File: src/rtl/store_fwd_ctrl.sv
// rtl/store_fwd_ctrl.sv - store-data forwarding select and load-use stall controller
// Optional STORE_FWD_STATS_EN adds forwarding/stall event counters.
module store_fwd_ctrl #(
  parameter int REG_W    = 5,
  parameter int ZERO_REG = 0
) (
  input  logic             clk,
  input  logic             rst_n,
  input  logic             id_valid,
  input  logic [REG_W-1:0] id_rs1,
  input  logic [REG_W-1:0] id_rs2,
  input  logic             id_use_rs1,
  input  logic             id_is_store,
  input  logic [REG_W-1:0] id_rd,
  input  logic             id_regwrite,
  input  logic             id_memread,
  input  logic             flush,
`ifdef STORE_FWD_STATS_EN
  output logic [31:0]      fwd1_cnt,
  output logic [31:0]      fwd2_cnt,
  output logic [31:0]      stall_cnt,
`endif
  output logic             stall,
  output logic [1:0]       dm_src,
  output logic [1:0]       ex_dm_src
);

  localparam logic [REG_W-1:0] ZR = REG_W'(ZERO_REG);

  typedef enum logic {S_RUN, S_STALL} state_e;

  state_e           state_q, state_d;
  logic             ex_v_q, ex_v_d, ex_rw_q, ex_rw_d, ex_mr_q, ex_mr_d;
  logic [REG_W-1:0] ex_rd_q, ex_rd_d, mem_rd_q, mem_rd_d;
  logic             mem_v_q, mem_v_d, mem_rw_q, mem_rw_d;
  logic [1:0]       ex_sel_q, ex_sel_d, dm_sel_q, dm_sel_d;

  logic ex_hit_rs1, ex_hit_rs2, mem_hit_rs2;

  always_comb begin
    ex_hit_rs1  = ex_v_q & ex_rw_q & (ex_rd_q == id_rs1) & (id_rs1 != ZR);
    ex_hit_rs2  = ex_v_q & ex_rw_q & (ex_rd_q == id_rs2) & (id_rs2 != ZR);
    mem_hit_rs2 = mem_v_q & mem_rw_q & (mem_rd_q == id_rs2) & (id_rs2 != ZR);

    // In S_STALL the load has already advanced to MEM, so no second stall.
    stall = id_valid & ~flush & (state_q == S_RUN) & ex_mr_q &
            ((id_use_rs1 & ex_hit_rs1) | (id_is_store & ex_hit_rs2));

    state_d = S_RUN;
    if (state_q == S_RUN && stall)
      state_d = S_STALL;

    ex_sel_d = 2'b00;
    if (id_valid && id_is_store && !stall && !flush) begin
      if (ex_hit_rs2 && !ex_mr_q)
        ex_sel_d = 2'b01;
      else if (mem_hit_rs2)
        ex_sel_d = 2'b10;
    end
    dm_sel_d = ex_sel_q;

    ex_v_d   = id_valid & ~stall & ~flush;
    ex_rd_d  = id_rd;
    ex_rw_d  = id_regwrite;
    ex_mr_d  = id_memread;
    mem_v_d  = ex_v_q;
    mem_rd_d = ex_rd_q;
    mem_rw_d = ex_rw_q;
  end

  always_ff @(posedge clk or negedge rst_n) begin
    if (!rst_n) begin
      state_q  <= S_RUN;
      ex_v_q   <= 1'b0;
      ex_rd_q  <= '0;
      ex_rw_q  <= 1'b0;
      ex_mr_q  <= 1'b0;
      mem_v_q  <= 1'b0;
      mem_rd_q <= '0;
      mem_rw_q <= 1'b0;
      ex_sel_q <= 2'b00;
      dm_sel_q <= 2'b00;
    end else begin
      state_q  <= state_d;
      ex_v_q   <= ex_v_d;
      ex_rd_q  <= ex_rd_d;
      ex_rw_q  <= ex_rw_d;
      ex_mr_q  <= ex_mr_d;
      mem_v_q  <= mem_v_d;
      mem_rd_q <= mem_rd_d;
      mem_rw_q <= mem_rw_d;
      ex_sel_q <= ex_sel_d;
      dm_sel_q <= dm_sel_d;
    end
  end

  assign ex_dm_src = ex_sel_q;
  assign dm_src    = dm_sel_q;

`ifdef STORE_FWD_STATS_EN
  logic [31:0] fwd1_q, fwd1_d, fwd2_q, fwd2_d, stc_q, stc_d;

  always_comb begin
    fwd1_d = fwd1_q + ((ex_sel_d == 2'b01) ? 32'd1 : 32'd0);
    fwd2_d = fwd2_q + ((ex_sel_d == 2'b10) ? 32'd1 : 32'd0);
    stc_d  = stc_q + (stall ? 32'd1 : 32'd0);
  end

  always_ff @(posedge clk or negedge rst_n) begin
    if (!rst_n) begin
      fwd1_q <= '0;
      fwd2_q <= '0;
      stc_q  <= '0;
    end else begin
      fwd1_q <= fwd1_d;
      fwd2_q <= fwd2_d;
      stc_q  <= stc_d;
    end
  end

  assign fwd1_cnt  = fwd1_q;
  assign fwd2_cnt  = fwd2_q;
  assign stall_cnt = stc_q;
`endif

endmodule

File: config.mk
export PLATFORM = sky130hd
export DESIGN_NAME = store_fwd_ctrl
export DESIGN_NICKNAME = d
export VERILOG_FILES = /design/src/rtl/store_fwd_ctrl.sv
export SDC_FILE = /design/constraint.sdc
export NUM_CORES = 1
export LEC_CHECK = 0
export CAP_MARGIN = 20
export CORE_AREA = 2 2 44 46
export DETAILED_ROUTE_END_ITERATION = 8
export DIE_AREA = 0 0 46 48
export DONT_BUFFER_PORTS = 1
export HOLD_SLACK_MARGIN = 0.03
export PLACE_DENSITY = 0.69
export SYNTH_ARGS = -nofsm -noshare
export SYNTH_HDL_FRONTEND = slang
export SYNTH_SLANG_ARGS = --single-unit
File: constraint.sdc
create_clock -name clk -period 2 [get_ports clk]
set_input_delay 0.4 -clock clk [delete_from_list [all_inputs] [get_ports clk]]
set_output_delay 0.4 -clock clk [all_outputs]
set_load 0.05 [all_outputs]
==> results_dict.tcl <==
set metrics [dict create \
    status "finished, violations left" \
    violations "setup timing" \
    ff_latch_area_sq_um 500.5 \
    grt_usage_pct 16.03 \
    avgRoutedWirePerCell_um 16.82 \
    ys_seq_elements 20 \
    die_x_um 46 \
    p_per_area_nw_per_um2 733.9 \
    cts_tree "done" \
    num_vias 484 \
    stdcell_count 84 \
    grt_max_degree 21 \
    p_int_w 0.0005158 \
    power_frac_comb_pct 7.9 \
    drt_wl_total_um 1413 \
    p_switching_w 0.0001527 \
    nNetsFinal 92 \
    clkPwrFrac_pct 27.7 \
    worst-path-max-fanout 3 \
    htreeDepth 1 \
    io_buffers 0 \
    pre_cts_slack_ns 0.09980 \
    min_path_type "input port to flop" \
    fmax_ghz 0.4501 \
    start_kind "flop" \
    postSynthAreaPerCell_sq_um 13.39 \
    seq_area_frac_synth_pct 62.31 \
    overflow 0 \
    ctsLongestPathBuffers 2 \
    yosysWarnings 0 \
    setup_viol 1 \
    p_sw_share_pct 22.84 \
    max-vdd-ir-drop_mv 0.3937 \
    fill_cells 141 \
    skew_ns 0.008056 \
    die_area_sq_um 2208 \
    drc 0 \
    r2r.worst_path.cells 5 \
    gp_congestion 0.7761 \
    syn_nets 83 \
    path_class "flop to output port" \
    root_buffer "clkbuf_4" \
    fin_crit_sh_pct 111.1 \
    synthCells 60 \
    worstHoldStart "id_rd[2]" \
    die_y_um 48 \
    core.rowCount 15 \
    dr.pass1.iters 4 \
    startpoint "ex_rd_q[0]$_DFF_PN0_" \
    cts.sink_count 20 \
    finalHoldViolCount 0 \
    clkTransAtPathRegs_ns 0.11 \
    ys_types 19 \
    dp_cells 80 \
    final_common_cell "dfrtp_1" \
    cts_made_buffers 3 \
    drt_iter0_markers 3 \
    coreArea_sq_um 1689 \
    vias_per_cell 5.762 \
    power.share.sequential_pct 64.4 \
    diodes 0 \
    tightest_slew_ns 0.8801 \
    layout-drive-gt1-share_pct 14.93 \
    final_cell_mix "20 x dfrtp_1, 10 x xnor2_1, 4 x xor2_1" \
    maxSlewHeadroom_pct 41.13 \
    grt_pass1_vias 522 \
    synth.largest_area_cell "dfrtp_1" \
    initial_utilization_pct 47.56 \
    worst_setup_path_end_kind "output port" \
    insertion_delay_ns 0.30 \
    ant_nets 0 \
    top_level_ports 28 \
    endpoint "stall" \
    maxCapViolCount 0 \
    synth_area_leaders "dfrtp_1 62%, xnor2_1 11%, xor2_1 4.4%" \
    cp.required_ns 1.60 \
    cp.arrival_ns 1.82 \
    regToRegSetupSlack_ns 0.32 \
    grt_pass1_wl_um 2332 \
    maxSlewViolCount 0 \
    cts_setup_buffers 0 \
    period_needed_ns 2.222 \
    r2r-end "ex_v_q$_DFF_PN0_" \
    syn2layout_area_growth_pct 13.40 \
    setup_slack_ns -0.2219 \
    synth.top_cell.area_share_pct 62.31 \
    syn-cell-area_sq_um 803.3 \
    rr_startpoint "ex_rd_q[0]$_DFF_PN0_" \
    tns_ns -0.2219 \
    rsz0062_at_grt "true" \
    p_leak_nw 0.3774 \
    antenna_found_initial 0 \
    multi_input_area_sq_um 314.1 \
]
## power groups by stage
stage	Combinational (W)	Sequential (W)	Clock (W)
after floorplan	0.0000373	0.000437	0
after global placement	0.0000441	0.000439	0
after detailed placement	0.0000438	0.000439	0
after CTS	0.0000541	0.000431	0.000192
after global routing	0.0000600	0.000433	0.000213
final	0.0000528	0.000431	0.000185
## how the worst min path moves through the flow
stage | to | slack (ns) | cells after the start
2_1_floorplan | dm_src[0]$_DFF_PN0_ | 0.10 | 0
3_3_place_gp | mem_rd_q[2]$_DFF_PN0_ | 0.11 | 0
3_5_place_dp | dm_src[1]$_DFF_PN0_ | 0.11 | 0
4_1_cts | ex_rd_q[2]$_DFF_PN0_ | 0.11 | 0
5_1_grt | ex_rd_q[2]$_DFF_PN0_ | 0.09 | 0
6_report | ex_rd_q[2]$_DFF_PN0_ | 0.12 | 0
## kinds of logic (layout without fill, tap and decap cells)
group | Yosys count | count (layout) | share of synthesized area, %
flip-flops | 20 | 20 | 62.31
AND/OR/NAND/NOR | 16 | 16 | 11.99
XOR/XNOR | 14 | 14 | 15.26
AO/OA/AOI/OAI | 8 | 8 | 9.502
buffers and inverters | 2 | 9 | 0.9349
## metal layers
layer / part of all wire, % / global-route usage, % / vias up
li1: - / - / 229
met1: 41 / 20.05 / 230
met5: 0 / 0 / -
met2: 50 / 24.72 / 23
met3: 8.2 / 5.283 / 2
met4: 1.4 / 8.571 / 0
## synthesized netlist by cell type, drive strengths merged
master / count
a31oi: 1
nand3: 2
inv: 2
or4: 1
xor2: 4
o211ai: 1
nand4: 3
o211a: 1
nor4: 1
dfrtp: 20
nor2b: 2
nor3: 2
nand2: 3
a2111o: 1
xnor2: 10
o41ai: 3
o311a: 1
nor2: 2
## state kept, by name, summed over array words and instances, names as in the netlist
name	cells
mem_v_q	1
state_q	1
mem_rw_q	1
mem_rd_q	5
dm_src	2
ex_v_q	1
ex_dm_src	2
ex_rd_q	5
ex_rw_q	1
ex_mr_q	1
## repair_timing
action	4_1_cts	5_1_grt
pin swaps	0	1
setup endpoints to repair	1	1
endpoints found under the hold margin	20	0
hold buffers	1	0
resized for setup	0	0
gates cloned	0	0
## worst max-delay path, cell delays in order (launching register included)
cell and delay [ns]:
dfrtp_1 0.42, xor2_1 0.16, nor4_2 0.29, nand4_2 0.16, o41ai_4 0.31, buf_12 0.18
## through the flow
step	instance area [sq um]	power [W]	utilization (%)	hold WS (ns)
after floorplan	822.0	0.0004742	-	0.1044
after global placement	878.3	0.0004827	52.00	0.1051
after detailed placement	878.3	0.0004828	52.00	0.1050
after CTS	910.9	0.0006770	53.93	0.1126
after global routing	910.9	0.0007065	53.93	0.09490
final	910.9	0.0006685	53.93	0.1175
## cell type report
class                   instances  share of cell area, %
flip-flops and latches         20                  54.95
multi-input cells              38                  34.48
repair buffers                  4                  4.945
clock buffers                   3                  2.473
well taps                      17                  2.335
inverters                       2                 0.8242
Note: power is estimated with default switching activity, not from simulation.
